$ cat config.mk
export PLATFORM = sky130hd
export DESIGN_NAME = regfile_write_arbiter
export DESIGN_NICKNAME = d
export VERILOG_FILES = /design/src/rtl/regfile_arb_pkg.sv /design/src/rtl/regfile_write_arbiter_rr.sv /design/src/rtl/regfile_write_arbiter.sv
export SDC_FILE = /design/constraint.sdc
export NUM_CORES = 1
export LEC_CHECK = 0
export ABC_AREA = 1
export CAP_MARGIN = 5
export CORE_MARGIN = 5
export CORE_UTILIZATION = 36
export CTS_BUF_LIST = sky130_fd_sc_hd__clkbuf_16
export CTS_CLUSTER_SIZE = 40
export DETAILED_ROUTE_END_ITERATION = 16
export PLACE_DENSITY = 0.78
export RECOVER_POWER = 50
export SLEW_MARGIN = 15
export SYNTH_ARGS = -nofsm -noshare
export SYNTH_HDL_FRONTEND = slang
export SYNTH_SLANG_ARGS = --single-unit
export TNS_END_PERCENT = 1
$ cat constraint.sdc
create_clock -name clk -period 1.45 [get_ports clk]
set_input_delay 0.435 -clock clk [delete_from_list [all_inputs] [get_ports clk]]
set_output_delay 0.435 -clock clk [all_outputs]
set_load 0.01 [all_outputs]
$ cat src/rtl/regfile_arb_pkg.sv
// Shared types and constants for the register-file write-port arbiter.
package regfile_arb_pkg;

    typedef enum logic {CLEAR, RUN} arb_state_t;
    typedef enum logic {REQ_ALU, REQ_MEM} req_id_t;

    localparam int CLEAR_W = 32;
    localparam logic [CLEAR_W-1:0] CLEAR_DATA = '0;

endpackage

$ cat src/rtl/regfile_write_arbiter_rr.sv
// Two-way round-robin arbiter: grant is combinational from req, priority advances on en.
// Latency: 0 cycles req->grant; last-grant updates on the enabled edge.
// Backpressure: a requester not granted simply keeps req high; no state is kept for it.
module rr_arbiter_2
    import regfile_arb_pkg::*;
(
    input  logic       clk,
    input  logic       rst,
    input  logic [1:0] req,
    input  logic       en,
    output logic [1:0] grant
);

    req_id_t last_grant_q;
    req_id_t last_grant_d;

    always_ff @(posedge clk) begin
        if (rst) begin
            last_grant_q <= REQ_MEM;
        end else begin
            last_grant_q <= last_grant_d;
        end
    end

    // Bit 0 is ALU, bit 1 is MEM; on conflict the side not served last wins.
    always_comb begin
        grant = 2'b00;
        case (req)
            2'b01:   grant = 2'b01;
            2'b10:   grant = 2'b10;
            2'b11:   grant = (last_grant_q == REQ_MEM) ? 2'b01 : 2'b10;
            default: grant = 2'b00;
        endcase
    end

    always_comb begin
        last_grant_d = last_grant_q;
        if (en && (grant != 2'b00)) begin
            last_grant_d = grant[0] ? REQ_ALU : REQ_MEM;
        end
    end

endmodule

$ cat src/rtl/regfile_write_arbiter.sv
// Clears every register after reset, then round-robins ALU/load writebacks onto WE3/A3/WD3.
// Latency: handshake at edge k appears on the write port after edge k (one register stage).
// Backpressure: ready is combinational; the losing requester holds valid and payload until ready.
module regfile_write_arbiter
    import regfile_arb_pkg::*;
#(
    parameter int N = 4,
    parameter int M = 32
) (
    input  logic         clk,
    input  logic         rst,
    input  logic         alu_valid,
    input  logic [N-1:0] alu_addr,
    input  logic [M-1:0] alu_data,
    output logic         alu_ready,
    input  logic         mem_valid,
    input  logic [N-1:0] mem_addr,
    input  logic [M-1:0] mem_data,
    output logic         mem_ready,
    output logic         WE3,
    output logic [N-1:0] A3,
    output logic [M-1:0] WD3,
    output logic         busy,
    output logic         pc_drop
);

    localparam logic [N-1:0] LAST_ADDR = '1;

    arb_state_t   state_q, state_d;
    logic [N-1:0] cnt_q, cnt_d;
    logic         we3_q, we3_d;
    logic [N-1:0] a3_q, a3_d;
    logic [M-1:0] wd3_q, wd3_d;
    logic         pc_drop_q, pc_drop_d;

    logic [1:0]   grant;
    logic         xfer;
    logic [N-1:0] sel_addr;
    logic [M-1:0] sel_data;

    rr_arbiter_2 u_rr (
        .clk   (clk),
        .rst   (rst),
        .req   ({mem_valid, alu_valid}),
        .en    (xfer),
        .grant (grant)
    );

    // State register
    always_ff @(posedge clk) begin
        if (rst) begin
            state_q <= CLEAR;
        end else begin
            state_q <= state_d;
        end
    end

    // Next-state logic
    always_comb begin
        state_d = state_q;
        if ((state_q == CLEAR) && (cnt_q == LAST_ADDR)) begin
            state_d = RUN;
        end
    end

    // Output logic
    always_comb begin
        alu_ready = (state_q == RUN) & grant[0];
        mem_ready = (state_q == RUN) & grant[1];
        busy      = (state_q == CLEAR);
    end

    assign xfer     = alu_ready | mem_ready;
    assign sel_addr = grant[0] ? alu_addr : mem_addr;
    assign sel_data = grant[0] ? alu_data : mem_data;

    // Write-port datapath; A3/WD3 hold on idle and dropped cycles.
    always_comb begin
        cnt_d     = cnt_q;
        we3_d     = 1'b0;
        a3_d      = a3_q;
        wd3_d     = wd3_q;
        pc_drop_d = 1'b0;
        if (state_q == CLEAR) begin
            we3_d = 1'b1;
            a3_d  = cnt_q;
            wd3_d = M'(CLEAR_DATA);
            cnt_d = cnt_q + 1'b1;
        end else if (xfer) begin
            if (sel_addr == LAST_ADDR) begin
                pc_drop_d = 1'b1;
            end else begin
                we3_d = 1'b1;
                a3_d  = sel_addr;
                wd3_d = sel_data;
            end
        end
    end

    always_ff @(posedge clk) begin
        if (rst) begin
            cnt_q     <= '0;
            we3_q     <= 1'b0;
            a3_q      <= '0;
            wd3_q     <= '0;
            pc_drop_q <= 1'b0;
        end else begin
            cnt_q     <= cnt_d;
            we3_q     <= we3_d;
            a3_q      <= a3_d;
            wd3_q     <= wd3_d;
            pc_drop_q <= pc_drop_d;
        end
    end

    assign WE3     = we3_q;
    assign A3      = a3_q;
    assign WD3     = wd3_q;
    assign pc_drop = pc_drop_q;

endmodule

==> run metrics <==
violated checks setup timing; Pwr per Cell Area 730.3 nW/um2; first-pass GRT wire length 9936 um; most frequent CP cell nand2_4; DRT iter0 DRCs 57; Post-synth EDFFs 0; dpl hpwl around 4900 um; worst r2r path cells 11; Post-Syn Area per Cell 8.598 um2; top-count cell post-synth dfxtp_1; CTS Hold Bufs 0; number of cells on the critical path 10; Leakage Power 0.001702 uW; CTS buffer count 5; area added between synthesis and finish 75.12%; top-area cell type share of the netlist area 38.66%; Pint about 2300 uW; reg2reg setup slack -0.12 ns; clock network power share 42.4%; largest net degree at the start of global routing 33; Commonest cells post-synth dfxtp_1 (44), nor2_1 (41), mux2_2 (32); Slew Viols, Final 0; Critical Path Max Stage Delay about 0.46 ns; Tmin final 1.591 ns; Initial Util 36.51%; maximum clock rate roughly 630 MHz; ys async rst share 0%; initial antenna violation count 0; Clock Path Buffers 2; Post-Syn Instances between 200 and 300; FF-to-FF End A3[3]; Core Area 6241 um2; most common flop cell mapped by yosys dfxtp_1; Comb pwr share 15.4%; Die Span X 89.56 um; Crit path required time 1.67 ns; status complete, but fails checks; Hold WC Path Type flip-flop to flip-flop; Global Route Usage Sum between 10% and 20%; Port Buffers 116; Worst Setup SP mem_addr[2]; kind of critical path input pin to flip-flop; io pins 117; Final GP Congestion 0.7217; top post-synthesis cells by area dfxtp_1 (39%), mux2_2 (16%), nor2_2 (8.2%); Critical Path Source Type input pin; Post-Route Skew 0.004748 ns; CTS tree yes; routed via count 2,268; CTS Sinks 44; First-pass DRT Iterations 4; GR Overflow Total 0; r2r startpoint u_rr.last_grant_q; Worst Path Arrival 1.81 ns; CP endpoint A3[3]; Antenna Nets Post-Route 0; nets 475; Netlist cell types 28; Hold Vio Cnt, Final 0; delay-heaviest family, CP buffers and inverters; Max Cap Viol 0; row cnt 29; Die ar. 8020 um2; sequential share of the synthesized area 38.66%; drt total wl around 6800 um; CTS clk-pin slew, worst paths 0.06 ns; synthesis-stage register bit count 44; # diodes 0; Worst-Margin Slew 0.2348 ns; worst-path cell with the longest stage delay clkdlybuf4s50_1; unrepaired setup endpoints after global routing true; CP Max Fanout 6; worst setup margin -0.1408 ns; setup violators final 36; Worst setup EP type flip-flop; Rel. slew slack between 80% and 90%; share of cells above drive strength 1 39.35%; sequential share of power 42.3%; clk_lat worst skew around 0.28 ns; post-synth top area cell dfxtp_1; Die Height 89.56 um; Bufs and invs on worst path 3; period utilization 109.7%; Setup TNS -3.579 ns; H-tree Lvls 2; mean routed wirelength per cell 14.23 um; NetSw 592.9 uW; CTS root buf clkbuf_16; Post-Syn Area approximately 2300 um2; Max IR drop VDD 0.5874 mV; Ys Warns 0; syn nets 342; vias in the first global route 2,233; sw frac 20.34%; Via density 4.765; Tot Pwr 2914 uW; DRC errors left 0; critical-path cell list clkdlybuf4s50_1 -> inv_1 -> nand2_4 -> nand2_4 -> nor2_4 -> nand2_4 -> nand2_8 -> clkbuf_16 -> nand3_2 -> a21oi_2
cells by family after synthesis:
logic type                 synth area share [%]
AOI/OAI and AO/OA                         10.49
adders and majority gates                0.5491
and+or+nand+nor                           26.41
DFF                                       38.66
buffers and inverters                     8.073
muxes                                     15.82
repair_timing:
item / CTS / global route
resized for setup: 69 / 49
pin swaps: 4 / 10
setup buffers: 2 / 1
gates cloned: 1 / 2
setup endpoints to repair: 79 / 40
power by group through the flow:
stage               registers (uW)  clock network, uW  logic, uW
finish                        1230               1230        448
global route                  1230               1320        483
CTS                           1230               1260        424
detailed placement            1260                  0        423
global placement              1260                  0        415
floorplan                     1260                  0        165
final cells by class:
type	instances	area, um2
multi-input cells	192	1375
clock inverters	3	37.54
repair buffers	142	1405
fillers	573	2251
inverters	13	65.06
clock buffers	5	125.1
flip-flops and latches	44	885.9
well taps	77	96.34
stage by stage:
step	instance area (um2)	instances	setup slack [ns]	hold WS [ns]	utilization (%)
global placement	3606	462	-0.8180	0.4370	57.78
floorplan	2296	265	-0.04098	0.4622	-
CTS	3782	473	-0.1758	0.4493	60.61
detailed placement	3606	462	-0.8589	0.4430	57.78
global route	3990	476	-0.2138	0.4840	63.93
finish	3990	476	-0.1408	0.4447	63.93
worst min path at each step:
stage | end | slack (ns) | cells after the start | from
3_3_place_gp | A3[0] | 0.44 | 2 | A3[0]
5_1_grt | A3[0] | 0.48 | 2 | A3[0]
6_report | A3[0] | 0.44 | 2 | A3[0]
4_1_cts | A3[0] | 0.45 | 2 | A3[0]
3_5_place_dp | A3[0] | 0.44 | 2 | A3[0]
2_1_floorplan | cnt_q[0] | 0.46 | 2 | cnt_q[0]
worst register-to-register path, stage by stage, from the launching register on:
cell	delay, ns
dfxtp_2	0.31
inv_2	0.07
nand2_4	0.06
buf_6	0.12
nand3b_1	0.15
nand2_4	0.08
nor2_4	0.13
nand2_4	0.08
nand2_8	0.16
clkbuf_16	0.19
nand3_2	0.06
a21oi_2	0.11
cells in the final DEF, fill, tap and decap left out, types with 3 or more instances in the layout:
cell / synthesis / layout
nor2_2: 30 / 32
mux2_2: 32 / 32
dfxtp_1: 44 / 42
o21ai_2: 0 / 25
buf_12: 0 / 3
inv_2: 1 / 4
nor2_1: 41 / 39
buf_4: 0 / 17
o21ai_0: 9 / 4
inv_1: 11 / 8
dlymetal6s2s_1: 0 / 3
nand2_1: 16 / 9
o21ai_1: 27 / 7
a21oi_2: 3 / 3
buf_6: 3 / 3
nand3_1: 8 / 7
nand2_2: 5 / 6
nand2_4: 1 / 7
nand3_2: 3 / 3
nand3b_1: 3 / 3
clkdlybuf4s50_1: 0 / 69
dlygate4sd2_1: 0 / 38
a21oi_1: 5 / 5
clkbuf_16: 0 / 7
layer usage:
metal	wire (um)	vias up	share of wire, %	GRT usage [%]
met5	0	-	0	0
met4	52	0	0.77	3.383
met3	548	6	8.1	5.069
met2	3706	75	55	30.12
met1	2465	1049	36	16.71
li1	-	1138	-	-
sequential cells by signal, indices dropped and copies added, names as in the netlist:
register	count
WD3	32
A3	4
cnt_q	4
WE3	1
pc_drop	1
state_q	1
u_rr.last_grant_q	1
(Power assumes the default switching activity.)
